**src/rtl/datapath_seq_pkg.sv**
```systemverilog
// Shared definitions for the microcoded datapath sequencer: microword layout,
// FSM state encoding, b-operand select codes and the shared ALU opcode set.
package datapath_seq_pkg;

    typedef enum logic [1:0] {
        ST_IDLE  = 2'd0,
        ST_PRIME = 2'd1,
        ST_RUN   = 2'd2,
        ST_DONE  = 2'd3
    } state_e;

    localparam int DEF_DATA_W = 16;
    localparam int DEF_REG_N  = 16;
    localparam int DEF_RW     = $clog2(DEF_REG_N);

    // Microword layout, LSB first: chk, flag_en, opcode, b_sel, imm, b, a, dest, wr, halt
    localparam int CHK_OFF     = 0;
    localparam int FLAG_EN_OFF = 1;
    localparam int OPCODE_OFF  = 2;
    localparam int OPCODE_W    = 4;
    localparam int B_SEL_OFF   = 6;
    localparam int B_SEL_W     = 2;
    localparam int IMM_OFF     = 8;

    function automatic int b_off(input int data_w);
        return IMM_OFF + data_w;
    endfunction

    function automatic int a_off(input int data_w, input int rw);
        return b_off(data_w) + rw;
    endfunction

    function automatic int dest_off(input int data_w, input int rw);
        return a_off(data_w, rw) + rw;
    endfunction

    function automatic int wr_off(input int data_w, input int rw);
        return dest_off(data_w, rw) + rw;
    endfunction

    function automatic int halt_off(input int data_w, input int rw);
        return wr_off(data_w, rw) + 1;
    endfunction

    function automatic int uw_calc(input int data_w, input int rw);
        return halt_off(data_w, rw) + 1;
    endfunction

    localparam int UW = uw_calc(DEF_DATA_W, DEF_RW);

    localparam logic [B_SEL_W-1:0] BSEL_REG   = 2'd0;
    localparam logic [B_SEL_W-1:0] BSEL_IMM   = 2'd1;
    localparam logic [B_SEL_W-1:0] BSEL_FLAGS = 2'd2;

    // Shared ALU opcode set used by the datapath that consumes our opcode output
    typedef enum logic [OPCODE_W-1:0] {
        ALU_ADD    = 4'd0,
        ALU_SUB    = 4'd1,
        ALU_AND    = 4'd2,
        ALU_OR     = 4'd3,
        ALU_XOR    = 4'd4,
        ALU_SHL    = 4'd5,
        ALU_SHR    = 4'd6,
        ALU_PASS_B = 4'd7
    } alu_op_e;

endpackage

```
**src/rtl/datapath_seq_seq_mem.sv**
```systemverilog
// Microword store: one synchronous write port, one synchronous read port.
// Deliberately not reset so a program survives a sequencer reset.
module seq_mem #(
    parameter int DEPTH = 32,
    parameter int UW    = 38,
    localparam int AW   = $clog2(DEPTH)
) (
    input  logic          clk,
    input  logic          we,
    input  logic [AW-1:0] wr_addr,
    input  logic [UW-1:0] wr_data,
    input  logic [AW-1:0] rd_addr,
    output logic [UW-1:0] rd_data
);

    logic [UW-1:0] mem [DEPTH];

    always_ff @(posedge clk) begin
        if (we) begin
            mem[wr_addr] <= wr_data;
        end
        rd_data <= mem[rd_addr];
    end

endmodule

```
**src/rtl/datapath_seq.sv**
```systemverilog
// Microcoded datapath sequencer: steps through program slots, decoding each into
// register/ALU control. Optional result checker enabled by DATAPATH_SEQ_CHECK_EN.
module datapath_seq
    import datapath_seq_pkg::*;
#(
    parameter int DEPTH  = 32,
    parameter int DATA_W = 16,
    parameter int REG_N  = 16,
    localparam int RW    = $clog2(REG_N),
    localparam int AW    = $clog2(DEPTH),
    localparam int MUW   = uw_calc(DATA_W, RW)
) (
    input  logic                clk,
    input  logic                rst,
    input  logic                start,
    input  logic                step_en,
    input  logic                loop_mode,
    input  logic                prog_we,
    input  logic [AW-1:0]       prog_addr,
    input  logic [MUW-1:0]      prog_data,
    input  logic [DATA_W-1:0]   result,
    output logic [REG_N-1:0]    reg_en,
    output logic [RW-1:0]       reg_a,
    output logic [RW-1:0]       reg_b,
    output logic [DATA_W-1:0]   imm,
    output logic [B_SEL_W-1:0]  b_sel,
    output logic [OPCODE_W-1:0] opcode,
    output logic                flag_en,
    output logic                busy,
    output logic                done,
`ifdef DATAPATH_SEQ_CHECK_EN
    output logic                mismatch,
    output logic [7:0]          err_count,
`endif
    output logic [AW-1:0]       pc
);

    localparam int B_OFF    = b_off(DATA_W);
    localparam int A_OFF    = a_off(DATA_W, RW);
    localparam int DEST_OFF = dest_off(DATA_W, RW);
    localparam int WR_OFF   = wr_off(DATA_W, RW);
    localparam int HALT_OFF = halt_off(DATA_W, RW);
    localparam logic [AW-1:0] LAST_PC = AW'(DEPTH - 1);

    state_e         state, state_n;
    logic [AW-1:0]  pc_n;
    logic [MUW-1:0] word;
    logic           w_halt;
    logic           w_wr;
    logic [RW-1:0]  w_dest;
    logic           run_step;
    logic           start_ok;
    logic           mem_we;

    assign w_halt   = word[HALT_OFF];
    assign w_wr     = word[WR_OFF];
    assign w_dest   = word[DEST_OFF +: RW];
    assign busy     = (state == ST_PRIME) || (state == ST_RUN);
    assign done     = (state == ST_DONE);
    assign run_step = (state == ST_RUN) && step_en;
    assign start_ok = start && ((state == ST_IDLE) || (state == ST_DONE));
    assign mem_we   = prog_we && !busy;

    // Read address is the next pc so the following slot is ready without a bubble
    seq_mem #(
        .DEPTH (DEPTH),
        .UW    (MUW)
    ) u_mem (
        .clk     (clk),
        .we      (mem_we),
        .wr_addr (prog_addr),
        .wr_data (prog_data),
        .rd_addr (pc_n),
        .rd_data (word)
    );

    always_ff @(posedge clk or posedge rst) begin
        if (rst) begin
            state <= ST_IDLE;
            pc    <= '0;
        end else begin
            state <= state_n;
            pc    <= pc_n;
        end
    end

    always_comb begin
        state_n = state;
        pc_n    = pc;
        case (state)
            ST_IDLE, ST_DONE: begin
                if (start) begin
                    state_n = ST_PRIME;
                    pc_n    = '0;
                end
            end
            // Re-reads slot 0 so a program write in the start cycle is observed
            ST_PRIME: state_n = ST_RUN;
            ST_RUN: begin
                if (step_en) begin
                    if (w_halt) begin
                        state_n = ST_DONE;
                    end else if (pc == LAST_PC) begin
                        if (loop_mode) begin
                            pc_n = '0;
                        end else begin
                            state_n = ST_DONE;
                        end
                    end else begin
                        pc_n = pc + AW'(1);
                    end
                end
            end
            default: state_n = ST_IDLE;
        endcase
    end

    always_comb begin
        reg_en  = '0;
        reg_a   = '0;
        reg_b   = '0;
        imm     = '0;
        b_sel   = '0;
        opcode  = '0;
        flag_en = 1'b0;
        if (state == ST_RUN) begin
            if (w_wr) begin
                reg_en = {{(REG_N-1){1'b0}}, 1'b1} << w_dest;
            end
            reg_a   = word[A_OFF +: RW];
            reg_b   = word[B_OFF +: RW];
            imm     = word[IMM_OFF +: DATA_W];
            b_sel   = word[B_SEL_OFF +: B_SEL_W];
            opcode  = word[OPCODE_OFF +: OPCODE_W];
            flag_en = word[FLAG_EN_OFF];
        end
    end

`ifdef DATAPATH_SEQ_CHECK_EN
    always_ff @(posedge clk or posedge rst) begin
        if (rst) begin
            mismatch  <= 1'b0;
            err_count <= '0;
        end else begin
            mismatch <= 1'b0;
            if (start_ok) begin
                err_count <= '0;
            end else if (run_step && word[CHK_OFF] &&
                         (result != word[IMM_OFF +: DATA_W])) begin
                mismatch <= 1'b1;
                if (err_count != 8'hff) begin
                    err_count <= err_count + 8'd1;
                end
            end
        end
    end
`else
    logic unused_chk;
    assign unused_chk = ^{result, word[CHK_OFF], run_step, start_ok};
`endif

endmodule

```
**config.mk**
```make
export PLATFORM = sky130hd
export DESIGN_NAME = datapath_seq
export DESIGN_NICKNAME = d
export VERILOG_FILES = /design/src/rtl/datapath_seq_pkg.sv /design/src/rtl/datapath_seq_seq_mem.sv /design/src/rtl/datapath_seq.sv
export SDC_FILE = /design/constraint.sdc
export NUM_CORES = 1
export LEC_CHECK = 0
export CAP_MARGIN = 20
export CORE_MARGIN = 2
export CORE_UTILIZATION = 54
export CTS_CLUSTER_SIZE = 24
export DETAILED_ROUTE_END_ITERATION = 6
export DONT_BUFFER_PORTS = 1
export GPL_TIMING_DRIVEN = 1
export MAX_ROUTING_LAYER = met4
export PLACE_DENSITY = 0.74
export SYNTH_ARGS = -nofsm -noshare
export SYNTH_HDL_FRONTEND = slang
export SYNTH_HIERARCHICAL = 1
export SYNTH_SLANG_ARGS = --single-unit
```
**constraint.sdc**
```tcl
create_clock -name clk -period 8 [get_ports clk]
set_input_delay 2 -clock clk [delete_from_list [all_inputs] [get_ports clk]]
set_output_delay 2 -clock clk [all_outputs]
set_load 0.005 [all_outputs]
```
==> impl_metrics.tcl <==
set metrics [dict create \
    slew-limit-headroom 0.289 \
    hold_viol 0 \
    antenna_left 0 \
    drt_iter0_markers 2573 \
    finalNonFillerCells 4007 \
    ctsResizeCount 0 \
    vias 24700 \
    wirelength_um 109000 \
    endpoint_kind "flop" \
    worstPathMaxFanout 61 \
    grt_pass1_wl_um 158000 \
    cts.sinks 1228 \
    busiest_layer "met2" \
    htree_levels 3 \
    die-area_um2 90700 \
    worstMarginPinSlew_ns 1.07 \
    row_count 109 \
    portBuffers 0 \
    syn-instance-count 2720 \
    p_leak_uw 0.0168 \
    dpl-instance-area_um2 48900 \
    met3_usage 0.0398 \
    wl_per_cell_um 27.2 \
    antenna_found_initial 1 \
    fin_nets 2812 \
    cts_buffers 115 \
    dr.pass1.iters 5 \
    period_minus_slack_ns 4.71 \
    finalSetupTns_ns 0 \
    yosysWarnings 6 \
    worstRegToRegCells 12 \
    pin_count 119 \
    die_h_um 301 \
    powerDensity_nw_per_um2 299 \
    synth_nets 2791 \
    layout-drive-gt1-share 0.101 \
    placed_cells 3789 \
    max_freq_mhz 212 \
    fin_area_um2 52800 \
    use_met2 0.423 \
    rsz0062_at_grt "false" \
    hold_path.class "reg -> reg" \
    holdBufCountCts 0 \
    critical_path_arrival_ns 5.25 \
    grt_overflow 0 \
    grt_pass1_vias 24800 \
    core_area_um2 88000 \
    peakVddDrop_mv 0.244 \
    netlist_area_um2 47700 \
    start_kind "primary input" \
    use_met1 0.298 \
    drcViolationCount 0 \
    vias_per_cell 6.17 \
    drv_slew 0 \
    cts_root_buffer "clkbuf_16" \
    fin_skew_ns 0.0349 \
    clk_pin_slew_worst_paths_ns 0.06 \
    insertion_delay_ns 0.69 \
    post-dp-hpwl_um 52600 \
    grt_max_degree 106 \
    cts_buffer_depth 3 \
    avgSynthCellArea_um2 17.5 \
    cp.required_ns 8.53 \
    maxCapViolCount 0 \
    crit_type "in -> reg" \
    die_w_um 301 \
    min_path_cells 4 \
    grt_usage 0.246 \
    start_util 0.542 \
    area_growth_pct 10.6 \
    gp_congestion 0.781 \
    cts_setup_buffers 0 \
    fin_crit_sh 0.589 \
    cts_tree "built" \
    setup_viol 0 \
    status "complete, no violations" \
]
==> final timing paths <==
check,startpoint,end,slack [ns]
max,step_en,u_mem/rd_data[22],3.29
min,u_mem/mem[26][33],u_mem/rd_data[33],0.60
max reg2reg,pc[0],u_mem/rd_data[22],3.51
min reg2reg,u_mem/mem[26][33],u_mem/rd_data[33],0.60
max in group asynchronous,rst,pc[0],6.63
min in group asynchronous,rst,state[1],1.15
==> worst max-delay path, stage by stage <==
cell and delay [ns]:
nand2b_1 0.08, nor3_2 0.30, a21oi_1 0.12, a31oi_1 0.60, and2_4 0.94, buf_4 0.56
a22o_1 0.22, nor3_1 0.06, a31oi_1 0.21, nand3_1 0.08
==> power breakdown <==
group | switching (µW) | total, µW | internal, µW | leakage (µW)
sequential | 78.1 | 7300 | 7220 | 0.0111
clock | 2270 | 5390 | 3120 | 0.00187
combinational | 1720 | 3080 | 1360 | 0.00389
==> cell usage in the layout (no fill, tap or decap), types with 3 or more instances in the layout <==
cell type / n
edfxtp_1: 1184
mux2i_1: 593
nand2_1: 118
clkbuf_16: 116
a21oi_1: 113
nand3_1: 113
a22oi_1: 111
a22o_1: 76
buf_4: 55
nor3_1: 42
a31oi_1: 39
dfxtp_1: 37
nor2_4: 33
and2_1: 32
clkinv_2: 27
clkbuf_1: 21
nor2_1: 16
clkinv_1: 16
bufinv_16: 11
clkbuf_8: 10
clkinvlp_4: 8
dfrtp_1: 7
inv_1: 5
nand2b_1: 5
ha_1: 5
nand3b_1: 5
buf_12: 5
o21ai_0: 4
clkinv_4: 3
or3b_2: 3
==> per-stage QoR <==
step           hold slack (ns)  total power, µW  worst slack [ns]   util
6_report                 0.599            15800              3.29  0.600
5_1_grt                  0.639            16300              3.08  0.600
4_1_cts                  0.595            15800              3.25  0.600
3_5_place_dp             0.578            10500              2.63  0.556
3_3_place_gp             0.548            10400              2.74  0.556
2_1_floorplan            0.516            10100              3.21      -
==> state kept, by name, summed over array words and instances, names as in the netlist <==
signal and count:
pc 5, u_mem/mem 1184, u_mem/rd_data 37, state 2
==> metal layers <==
layer	up-vias	wire (µm)	share of wire
li1	10800	-	-
met1	12900	41300	0.38
met2	943	56800	0.52
met3	191	8030	0.074
met4	0	2740	0.025
met5	-	0	0
==> cell type report <==
type / instances / area, µm²
inverter: 5 / 18.8
tap: 1165 / 1460
timing repair buffer: 60 / 513
antenna: 1 / 2.50
clock buffer: 147 / 3120
multi-input combinational: 1331 / 10500
fill: 6123 / 35200
sequential: 1228 / 36500
clock inverter: 70 / 713
(Power assumes the default switching activity.)
